**config.mk**
```make
export PLATFORM = sky130hd
export DESIGN_NAME = board_ctl
export DESIGN_NICKNAME = d
export VERILOG_FILES = /design/src/rtl/board_pkg.sv /design/src/rtl/board_win_check.sv /design/src/rtl/board_ctl.sv
export SDC_FILE = /design/constraint.sdc
export NUM_CORES = 1
export LEC_CHECK = 0
export BUFFER_PORTS_ARGS = -buffer_cell sky130_fd_sc_hd__buf_2
export CAP_MARGIN = 30
export CORE_AREA = 2 2 106 129
export CTS_CLUSTER_DIAMETER = 150
export CTS_CLUSTER_SIZE = 40
export DETAILED_ROUTE_END_ITERATION = 7
export DIE_AREA = 0 0 108 131
export PLACE_DENSITY = 0.75
export SLEW_MARGIN = 15
export SYNTH_ARGS = -nofsm -noshare
export SYNTH_HDL_FRONTEND = slang
export SYNTH_HIERARCHICAL = 1
export SYNTH_SLANG_ARGS = --single-unit
```
**constraint.sdc**
```tcl
create_clock -name pclk -period 4.6 [get_ports pclk]
set_input_delay 1.38 -clock pclk [delete_from_list [all_inputs] [get_ports pclk]]
set_output_delay 1.38 -clock pclk [all_outputs]
set_load 0.005 [all_outputs]
```
**src/rtl/board_pkg.sv**
```systemverilog
// Shared types and constants for the tic-tac-toe board controller:
// FSM states, player colours, winner codes and the table of winning lines.
package board_pkg;

    typedef enum logic [2:0] {
        S_IDLE,
        S_WAIT,
        S_DECODE,
        S_UPDATE,
        S_CHECK,
        S_OVER
    } state_t;

    localparam logic [11:0] COLOR_A = 12'h000;
    localparam logic [11:0] COLOR_B = 12'hFFF;

    localparam logic [1:0] WIN_NONE = 2'b00;
    localparam logic [1:0] WIN_A    = 2'b01;
    localparam logic [1:0] WIN_B    = 2'b10;

    // Square indices 0..8, row-major from the top-left corner.
    localparam int N_LINES = 8;
    localparam int WIN_LINES [N_LINES][3] = '{
        '{0, 1, 2}, '{3, 4, 5}, '{6, 7, 8},
        '{0, 3, 6}, '{1, 4, 7}, '{2, 5, 8},
        '{0, 4, 8}, '{2, 4, 6}
    };

    function automatic logic [11:0] player_color(input logic player);
        return player ? COLOR_B : COLOR_A;
    endfunction

endpackage

```
**src/rtl/board_win_check.sv**
```systemverilog
// Combinational line detector: flags a win when any row, column or diagonal
// is fully occupied by squares belonging to the player given by the owner mask.
module board_win_check
    import board_pkg::*;
(
    input  logic [8:0] occupied,
    input  logic [8:0] owner,
    output logic       win
);

    logic [8:0] mine;

    assign mine = occupied & owner;

    always_comb begin
        win = 1'b0;
        for (int l = 0; l < N_LINES; l++) begin
            if (mine[WIN_LINES[l][0]] && mine[WIN_LINES[l][1]] && mine[WIN_LINES[l][2]]) begin
                win = 1'b1;
            end
        end
    end

endmodule

```
**src/rtl/board_ctl.sv**
```systemverilog
// Game-state controller: turns mouse clicks into square moves, alternates turns,
// detects win/draw. Optional press debounce under macro BOARD_CTL_DEBOUNCE_EN.
module board_ctl
    import board_pkg::*;
#(
    parameter int X1   = 342,
    parameter int X2   = 685,
    parameter int Y1   = 259,
    parameter int Y2   = 509,
    parameter int HMAX = 1024,
    parameter int VMAX = 768
`ifdef BOARD_CTL_DEBOUNCE_EN
    ,
    parameter int DEBOUNCE_CYCLES = 16
`endif
) (
    input  logic          pclk,
    input  logic          rst_n,
    input  logic [11:0]   mouse_xpos,
    input  logic [11:0]   mouse_ypos,
    input  logic          mouse_left,
    input  logic          start_en,
    input  logic          choice_en,
    input  logic          first_player,
    output logic [8:0]    square,
    output logic [107:0]  square_color,
    output logic          turn,
    output logic          game_over,
    output logic [1:0]    winner
);

    localparam logic [11:0] X1_L   = X1[11:0];
    localparam logic [11:0] X2_L   = X2[11:0];
    localparam logic [11:0] HMAX_L = HMAX[11:0];
    localparam logic [11:0] Y1_L   = Y1[11:0];
    localparam logic [11:0] Y2_L   = Y2[11:0];
    localparam logic [11:0] VMAX_L = VMAX[11:0];

    state_t      state;
    state_t      state_n;
    logic        play;
    logic        click;
    logic [11:0] x_q;
    logic [11:0] y_q;
    logic [3:0]  idx_q;
    logic [8:0]  owner_b;
    logic [8:0]  owner_cur;
    logic [1:0]  col;
    logic [1:0]  row;
    logic        coord_ok;
    logic [3:0]  idx_c;
    logic        win;
    logic        full;

    assign play = start_en && !choice_en;

`ifdef BOARD_CTL_DEBOUNCE_EN
    localparam int CW = $clog2(DEBOUNCE_CYCLES + 1);
    localparam logic [CW-1:0] DB_MAX  = CW'(DEBOUNCE_CYCLES);
    localparam logic [CW-1:0] DB_LAST = CW'(DEBOUNCE_CYCLES - 1);

    logic [CW-1:0] high_cnt;

    // Saturating count of consecutive high samples; the press fires once, on reaching the limit.
    always_ff @(posedge pclk) begin
        if (!rst_n) begin
            high_cnt <= '0;
        end else if (!mouse_left) begin
            high_cnt <= '0;
        end else if (high_cnt != DB_MAX) begin
            high_cnt <= high_cnt + 1'b1;
        end
    end

    assign click = mouse_left && (high_cnt == DB_LAST);
`else
    logic left_prev;

    always_ff @(posedge pclk) begin
        if (!rst_n) begin
            left_prev <= 1'b0;
        end else begin
            left_prev <= mouse_left;
        end
    end

    assign click = mouse_left && !left_prev;
`endif

    // Map the captured pointer position to a square; off-screen positions are rejected.
    always_comb begin
        col      = 2'd0;
        row      = 2'd0;
        coord_ok = 1'b1;
        if (x_q < X1_L)        col = 2'd0;
        else if (x_q < X2_L)   col = 2'd1;
        else if (x_q < HMAX_L) col = 2'd2;
        else                   coord_ok = 1'b0;
        if (y_q < Y1_L)        row = 2'd0;
        else if (y_q < Y2_L)   row = 2'd1;
        else if (y_q < VMAX_L) row = 2'd2;
        else                   coord_ok = 1'b0;
        idx_c = {2'b00, row} * 4'd3 + {2'b00, col};
    end

    assign owner_cur = turn ? owner_b : ~owner_b;
    assign full      = &square;

    board_win_check u_win_check (
        .occupied (square),
        .owner    (owner_cur),
        .win      (win)
    );

    always_ff @(posedge pclk) begin
        if (!rst_n) begin
            state <= S_IDLE;
        end else begin
            state <= state_n;
        end
    end

    // NOTE: every combinational output gets a default first, so no path can infer a latch.
    always_comb begin
        state_n = state;
        if (!play) begin
            state_n = S_IDLE;
        end else begin
            case (state)
                S_IDLE:   state_n = S_WAIT;
                S_WAIT:   if (click) state_n = S_DECODE;
                S_DECODE: state_n = coord_ok ? S_UPDATE : S_WAIT;
                S_UPDATE: state_n = square[idx_q] ? S_WAIT : S_CHECK;
                S_CHECK:  state_n = (win || full) ? S_OVER : S_WAIT;
                S_OVER:   state_n = S_OVER;
                default:  state_n = S_IDLE;
            endcase
        end
    end

    // NOTE: state is written with non-blocking assignments so every register samples pre-edge values.
    always_ff @(posedge pclk) begin
        if (!rst_n) begin
            square       <= '0;
            square_color <= '0;
            owner_b      <= '0;
            turn         <= 1'b0;
            game_over    <= 1'b0;
            winner       <= WIN_NONE;
            x_q          <= '0;
            y_q          <= '0;
            idx_q        <= '0;
        end else if (!play || state == S_IDLE) begin
            square       <= '0;
            square_color <= '0;
            owner_b      <= '0;
            game_over    <= 1'b0;
            winner       <= WIN_NONE;
            if (play) begin
                turn <= first_player;
            end
        end else begin
            case (state)
                S_WAIT: begin
                    if (click) begin
                        x_q <= mouse_xpos;
                        y_q <= mouse_ypos;
                    end
                end
                S_DECODE: idx_q <= idx_c;
                S_UPDATE: begin
                    if (!square[idx_q]) begin
                        square[idx_q]              <= 1'b1;
                        owner_b[idx_q]             <= turn;
                        square_color[12*idx_q +: 12] <= player_color(turn);
                    end
                end
                S_CHECK: begin
                    if (win) begin
                        game_over <= 1'b1;
                        winner    <= turn ? WIN_B : WIN_A;
                    end else if (full) begin
                        game_over <= 1'b1;
                        winner    <= WIN_NONE;
                    end else begin
                        turn <= ~turn;
                    end
                end
                default: ;
            endcase
        end
    end

endmodule

```
==> flow_metrics.py, run 1 <==
metrics = {
    "run_status": {
        "outcome": "finished clean",
    },
    "logic_synthesis": {
        "synth-edff-count": 0,
        "syn_inst": 610,
        "async_flop_share_pct": 0,
        "synth-seq-cells": 81,
        "avgSynthCellArea_um2": 8.297,
        "syn-num-nets": 655,
        "ys_warn_count": 6,
        "seq_area_frac_synth_pct": 32.04,
        "synth_flop_cell": "dfxtp_1",
        "syn_area_um2": 5061,
        "ys_types": 59,
    },
    "timing": {
        "slew_violations": 0,
        "fin_skew_ns": 0.009100,
        "setup_violations": 0,
        "rsz0062_at_grt": "no",
        "slew_headroom_pct": 38.19,
        "hold_viol": 0,
        "finalCritPeriodShare_pct": 83.81,
        "tns_ns": 0,
        "worst_pin_slew_ns": 0.9259,
        "fmax_mhz": 259.4,
        "final.min_clock_period_ns": 3.855,
    },
    "detailed_routing": {
        "drc": 0,
        "wl_mm": 11.35,
        "postRouteAntennaNets": 0,
        "route.vias.total": 4178,
        "routedWlPerCell_um": 13.49,
        "first_iter_violations": 133,
        "viasPerCell": 4.968,
        "firstDrtPassIters": 4,
    },
    "floorplanning": {
        "dieArea_um2": 14150,
        "row_count": 46,
        "io_pins": 151,
        "core-area_um2": 12950,
        "start_util_pct": 39.08,
        "die_h_um": 131,
        "die-width_um": 108,
    },
    "hold_path": {
        "hp-class": "flip-flop to flip-flop",
        "min-delay-start": "game_over",
        "min_delay_path_depth": 2,
        "hold_end": "game_over",
    },
    "power": {
        "power.switching_mw": 0.3214,
        "power_frac_seq_pct": 48.2,
        "combPwrFrac_pct": 3.2,
        "power.leakage_nw": 2.541,
        "power_density_nw_per_um2": 261.3,
        "p_int_mw": 1.149,
        "peakVddDrop_mv": 0.1938,
        "clock_power_share_pct": 48.6,
        "swShare_pct": 21.85,
    },
    "global_route": {
        "track_usage_pct": 16.31,
        "grt-ovfl-total": 0,
        "antenna_found_initial": 0,
        "grt_max_degree": 33,
        "grt_pass1_vias": 3758,
        "grt_first_pass_wirelength_mm": 18.48,
    },
    "cts": {
        "clkTransAtPathRegs_ns": 0.06,
        "h-tree-depth": 3,
        "clk_path_buf_depth": 2,
        "clock_tree.root_cell": "clkbuf_16",
        "holdBufCountCts": 0,
        "cts_resized": 0,
        "clk_latency_ns": 0.34,
        "cts_tree": "built",
        "clock-sinks": 81,
        "numCtsBuffers": 9,
        "cts_setup_buffers": 0,
    },
    "setup_path": {
        "regToRegEndpoint": "square_color[71]",
        "crit_type": "flip-flop to flip-flop",
        "path_max_fanout": 18,
        "reg2reg_slack_ns": 0.74,
        "cpPeakStageDelay_ns": 0.73,
        "cp-start-kind": "flip-flop",
        "crit_top_cell": "ha_1",
        "cpMaxStageDelayCell": "dfxtp_1",
        "cp.arrival_ns": 4.09,
        "cp-end-kind": "flip-flop",
        "rr_startpoint": "idx_q[0]",
        "crit_family": "simple AND/OR/NAND/NOR gates",
        "worstPathRequired_ns": 4.84,
        "ff2ff_path_depth": 9,
        "critPathBufInv": 1,
        "path_cells": "inv_1, ha_1, or3_1, nor3_1, ha_1, o2111ai_4, nor4_4, a21oi_1, o211a_1",
    },
    "finish": {
        "final_cells": 841,
        "layout_commonest_cell": "buf_2",
        "syn_to_final_growth_pct": 11.20,
        "antenna_cells": 0,
        "drive_above_1_share_pct": 28.97,
        "fillerInstances": 1342,
        "mostFrequentLayoutCells": "buf_2, nand2_1, dfxtp_1",
        "nets": 713,
    },
    "placed_design": {
        "portBuffers": 150,
        "hpwlAfterDp_mm": 8.608,
        "gp_congestion": 0.9335,
        "placed_cells_incl_taps": 824,
    },
    "flow_run": {
        "maxCapViolCount": 0,
    },
}
==> flip-flops by register name, summed over array words and instances, names as in the netlist, 2 cells and up <==
register / count
y_q: 12
state: 3
x_q: 12
square_color: 27
winner: 2
idx_q: 4
owner_b: 9
square: 9
==> final cells by class <==
| cell class | instances | area, um^2 | share of cell area [%] |
|---|---|---|---|
| clock buffer | 10 | 229.0 | 4.068 |
| clock inverter | 6 | 66.31 | 1.178 |
| inverter | 12 | 45.04 | 0.8004 |
| sequential | 81 | 1622 | 28.81 |
| multi-input combinational | 409 | 2670 | 47.44 |
| timing repair buffer | 155 | 785.8 | 13.96 |
| tap | 168 | 210.2 | 3.735 |
==> power groups by stage <==
stage	registers, mW	clock network [mW]	logic (mW)
2_1_floorplan	0.721	0	0.0316
3_3_place_gp	0.725	0	0.0466
3_5_place_dp	0.725	0	0.0472
4_1_cts	0.709	0.733	0.0475
5_1_grt	0.709	0.771	0.0531
6_report	0.709	0.714	0.0473
==> worst max path at each step <==
stage	from	to	slack (ns)	cells after the start
after CTS	idx_q[0]	square_color[71]	0.80	9
after global routing	idx_q[0]	square_color[71]	0.44	9
after detailed placement	idx_q[0]	square_color[71]	0.81	9
after floorplan	idx_q[0]	square_color[71]	1.36	13
after global placement	idx_q[0]	square_color[71]	0.91	9
final	idx_q[0]	square_color[71]	0.74	9
==> Yosys cell counts, types with 4 or more instances <==
| cell type | instances | share of area (%) |
|---|---|---|
| clkbuf_1 | 19 | 1.4 |
| nand4_1 | 12 | 1.5 |
| nor3_1 | 7 | 0.69 |
| mux2i_1 | 38 | 7.5 |
| a21boi_0 | 27 | 4.0 |
| o21ai_0 | 11 | 1.1 |
| ha_1 | 13 | 3.2 |
| and3_1 | 11 | 1.4 |
| nor4_1 | 11 | 1.4 |
| o211a_1 | 4 | 0.79 |
| nand2b_1 | 5 | 0.62 |
| dfxtp_1 | 81 | 32 |
| nand3_1 | 16 | 1.6 |
| a21oi_1 | 21 | 2.1 |
| nand2_1 | 101 | 7.5 |
| xnor2_1 | 10 | 1.7 |
| inv_1 | 12 | 0.89 |
| nor2b_1 | 7 | 0.87 |
| a21bo_2 | 6 | 1.2 |
| nor2_1 | 53 | 3.9 |
| buf_4 | 82 | 12 |
==> tightest hold or removal path, stage by stage (launching register included) <==
cell,delay (ns)
dfxtp_1,0.31
inv_1,0.04
a21oi_1,0.05
==> layer usage <==
layer,part of all wire (%),global-route usage [%]
met5,0,0
met1,44,20.31
met3,5.8,3.373
met4,1.6,6.561
met2,48,27.56
==> kinds of logic after synthesis <==
kind of cell	count (synthesis)	synth area share (%)
compound gates	98	14.41
flops	81	32.04
xor+xnor	18	3.857
mux	40	8.183
simple gates	238	22.18
fa+ha+maj	15	4.005
buf+inv	120	15.33
==> metrics by stage <==
| step | instance area, um^2 | utilization [%] | hold slack (ns) | total power [mW] | setup slack [ns] |
|---|---|---|---|---|---|
| after floorplan | 5061 | - | 0.4421 | 0.7523 | 1.358 |
| final | 5628 | 43.46 | 0.4412 | 1.471 | 0.7446 |
| after global placement | 5328 | 41.14 | 0.4339 | 0.7714 | 0.9111 |
| after detailed placement | 5328 | 41.14 | 0.4352 | 0.7722 | 0.8128 |
| after CTS | 5623 | 43.42 | 0.4454 | 1.490 | 0.8013 |
| after global routing | 5628 | 43.46 | 0.4808 | 1.533 | 0.4388 |
Power figures use the tool's default switching activity.
==> inputs of run 2 (changes only) <==
--- a/config.mk
+++ b/config.mk
@@ -5,14 +5,15 @@
 export SDC_FILE = /design/constraint.sdc
 export NUM_CORES = 1
 export LEC_CHECK = 0
+export ABC_AREA = 1
 export BUFFER_PORTS_ARGS = -buffer_cell sky130_fd_sc_hd__buf_2
 export CAP_MARGIN = 30
-export CORE_AREA = 2 2 106 129
+export CORE_AREA = 2 2 109 132
 export CTS_CLUSTER_DIAMETER = 150
 export CTS_CLUSTER_SIZE = 40
 export DETAILED_ROUTE_END_ITERATION = 7
-export DIE_AREA = 0 0 108 131
-export PLACE_DENSITY = 0.75
+export DIE_AREA = 0 0 111 134
+export PLACE_DENSITY = 0.74
 export SLEW_MARGIN = 15
 export SYNTH_ARGS = -nofsm -noshare
 export SYNTH_HDL_FRONTEND = slang
==> constraint.sdc (replaced) <==
create_clock -name pclk -period 3.6 [get_ports pclk]
set_input_delay 1.08 -clock pclk [delete_from_list [all_inputs] [get_ports pclk]]
set_output_delay 1.08 -clock pclk [all_outputs]
set_load 0.005 [all_outputs]
==> run 2 against run 1 <==
  * Global-route usage shrank 0.86 points
  * Area after synthesis increased by 4.8%
  * Sequential cell count unchanged
  * Highest routed layer unchanged
  * Critical endpoint is now square_color[79]
==> flow_metrics.py, run 2 <==
metrics = {
    "power": {
        "swShare_pct": 22.89,
        "power_density_nw_per_um2": 316.9,
        "power_frac_seq_pct": 48.7,
        "power.switching_mw": 0.4259,
        "power.leakage_nw": 2.756,
        "combPwrFrac_pct": 4.1,
        "peakVddDrop_mv": 0.1706,
        "clock_power_share_pct": 47.2,
        "p_int_mw": 1.435,
    },
    "logic_synthesis": {
        "netlist_top_cells_area": "dfxtp_1, buf_4, nor2_1",
        "ys_types": 44,
        "async_flop_share_pct": 0,
        "ys_warn_count": 6,
        "synth_most_common_cell": "nor2_1",
        "synth_top_area_cell": "dfxtp_1",
        "synthTopCellsByCount": "nor2_1, nand2_1, buf_4, dfxtp_1, inv_1",
        "syn_inst": 763,
        "synth_top_area_share_pct": 30.56,
        "syn_area_um2": 5306,
        "syn-num-nets": 808,
        "synth_flop_cell": "dfxtp_1",
        "avgSynthCellArea_um2": 6.955,
        "synth-edff-count": 0,
        "seq_area_frac_synth_pct": 30.56,
        "synth-seq-cells": 81,
    },
    "global_route": {
        "grt_first_pass_wirelength_mm": 18.95,
        "grt_max_degree": 33,
        "grt_pass1_vias": 4122,
        "grt-ovfl-total": 0,
        "antenna_found_initial": 0,
        "track_usage_pct": 15.45,
    },
    "setup_path": {
        "cp.arrival_ns": 3.26,
        "critPathBufInv": 4,
        "path_max_fanout": 13,
        "ff2ff_path_depth": 16,
        "cp-start-kind": "flip-flop",
        "crit_family": "simple AND/OR/NAND/NOR gates",
        "path_cells": "inv_1, ha_1, inv_1, nand2_1, nand3_1, nand2_2, nand2_1, inv_1, ha_1, nand4_4, nor2_4, inv_1, nor2_1, nand2_1, nand2_1, nor2_1",
        "crit_type": "flip-flop to flip-flop",
        "cpPeakStageDelay_ns": 0.53,
        "cpMaxStageDelayCell": "dfxtp_1",
        "cp-end-kind": "flip-flop",
        "path_depth": 16,
        "worstPathRequired_ns": 3.84,
    },
    "cts": {
        "clk_path_buf_depth": 2,
        "cts_setup_buffers": 0,
        "h-tree-depth": 3,
        "numCtsBuffers": 9,
        "clk_latency_ns": 0.34,
        "cts_tree": "built",
        "clock_tree.root_cell": "clkbuf_16",
        "clock-sinks": 81,
        "clkTransAtPathRegs_ns": 0.06,
        "cts_resized": 0,
        "holdBufCountCts": 0,
    },
    "timing": {
        "fmax_mhz": 330.3,
        "hold_viol": 0,
        "final.min_clock_period_ns": 3.027,
        "worst_pin_slew_ns": 0.8149,
        "fin_skew_ns": 0.006998,
        "holdWs_ns": 0.4539,
        "setup_violations": 0,
        "rsz0062_at_grt": "no",
        "slew_violations": 0,
        "slew_headroom_pct": 45.60,
        "tns_ns": 0,
        "finalCritPeriodShare_pct": 84.09,
    },
    "finish": {
        "nets": 873,
        "layout_commonest_cell": "buf_2",
        "final_cells": 1004,
        "largest-register": "square_color",
        "syn_to_final_growth_pct": 10.63,
        "drive_above_1_share_pct": 28.93,
        "antenna_cells": 0,
        "top_regs": "square_color (27), x_q (12), y_q (12)",
        "fin_util_pct": 43.22,
        "largest_register_ffs": 27,
        "mostFrequentLayoutCells": "buf_2, nor2_1, nand2_1",
    },
    "hold_path": {
        "min_delay_path_depth": 2,
        "hp-class": "flip-flop to flip-flop",
    },
    "floorplanning": {
        "die_h_um": 134,
        "die-width_um": 111,
        "io_pins": 151,
        "start_util_pct": 39.06,
        "dieArea_um2": 14870,
        "core-area_um2": 13580,
        "row_count": 47,
    },
    "detailed_routing": {
        "wl_mm": 11.64,
        "drc": 0,
        "viasPerCell": 4.773,
        "postRouteAntennaNets": 0,
        "route.vias.total": 4792,
        "routedWlPerCell_um": 11.60,
        "first_iter_violations": 184,
        "firstDrtPassIters": 4,
    },
    "placed_design": {
        "portBuffers": 150,
        "hpwlAfterDp_mm": 9.073,
        "placed_cells_incl_taps": 988,
        "gp_congestion": 0.8974,
    },
    "flow_run": {
        "maxCapViolCount": 0,
    },
    "run_status": {
        "outcome": "finished clean",
    },
}
## run 2: worst min-delay path, delay by kind of cell, from the launching register on
| family | cells | cell delay (ns) |
|---|---|---|
| flip-flops | 1 | 0.31 |
| buffers and inverters | 1 | 0.05 |
| AO/OA/AOI/OAI | 1 | 0.05 |
## run 2: logic make-up (layout without fill, tap and decap cells)
| logic type | after synthesis | in the layout | synth area share (%) |
|---|---|---|---|
| compound gates | 120 | 120 | 12.17 |
| xor+xnor | 9 | 9 | 1.486 |
| fa+ha+maj | 15 | 15 | 3.820 |
| buf+inv | 181 | 251 | 19.41 |
| flops | 81 | 81 | 30.56 |
| simple gates | 357 | 357 | 32.56 |
## run 2: metrics by stage
| step | total power, mW | setup slack [ns] | cell area, um^2 |
|---|---|---|---|
| 3_3_place_gp | 1.002 | 0.6931 | 5587 |
| 5_1_grt | 1.933 | 0.2119 | 5871 |
| 6_report | 1.861 | 0.5728 | 5871 |
| 3_5_place_dp | 1.002 | 0.5916 | 5587 |
| 4_1_cts | 1.880 | 0.5541 | 5871 |
| 2_1_floorplan | 0.9759 | 1.040 | 5306 |
## run 2: cell type report
type                    count  area [um^2]
clock buffers              12        256.5
clock inverters             4        27.53
fillers                  1387         7714
inverters                  82        322.8
multi-input cells         501         2655
flip-flops and latches     81         1622
well taps                 171        214.0
repair buffers            153        773.2
## run 2: metal layers
metal | track usage, % | wire length, um
met5 | 0 | 0
met4 | 6.181 | 244
met3 | 2.937 | 663
met2 | 28.43 | 5902
met1 | 17.56 | 4833
## run 2: worst paths after layout
| check | slack, ns | end | start |
|---|---|---|---|
| hold / removal | 0.45 | game_over | game_over |
| hold reg to reg | 0.45 | game_over | game_over |
| setup / recovery | 0.57 | square_color[79] | idx_q[2] |
| setup reg to reg | 0.57 | square_color[79] | idx_q[2] |
## run 2: power by group through the flow
stage          clock network, mW  logic (mW)  registers, mW
3_3_place_gp                   0      0.0762          0.925
3_5_place_dp                   0      0.0766          0.926
5_1_grt                    0.940      0.0876          0.906
2_1_floorplan                  0      0.0548          0.921
6_report                   0.878      0.0772          0.906
4_1_cts                    0.897      0.0769          0.905
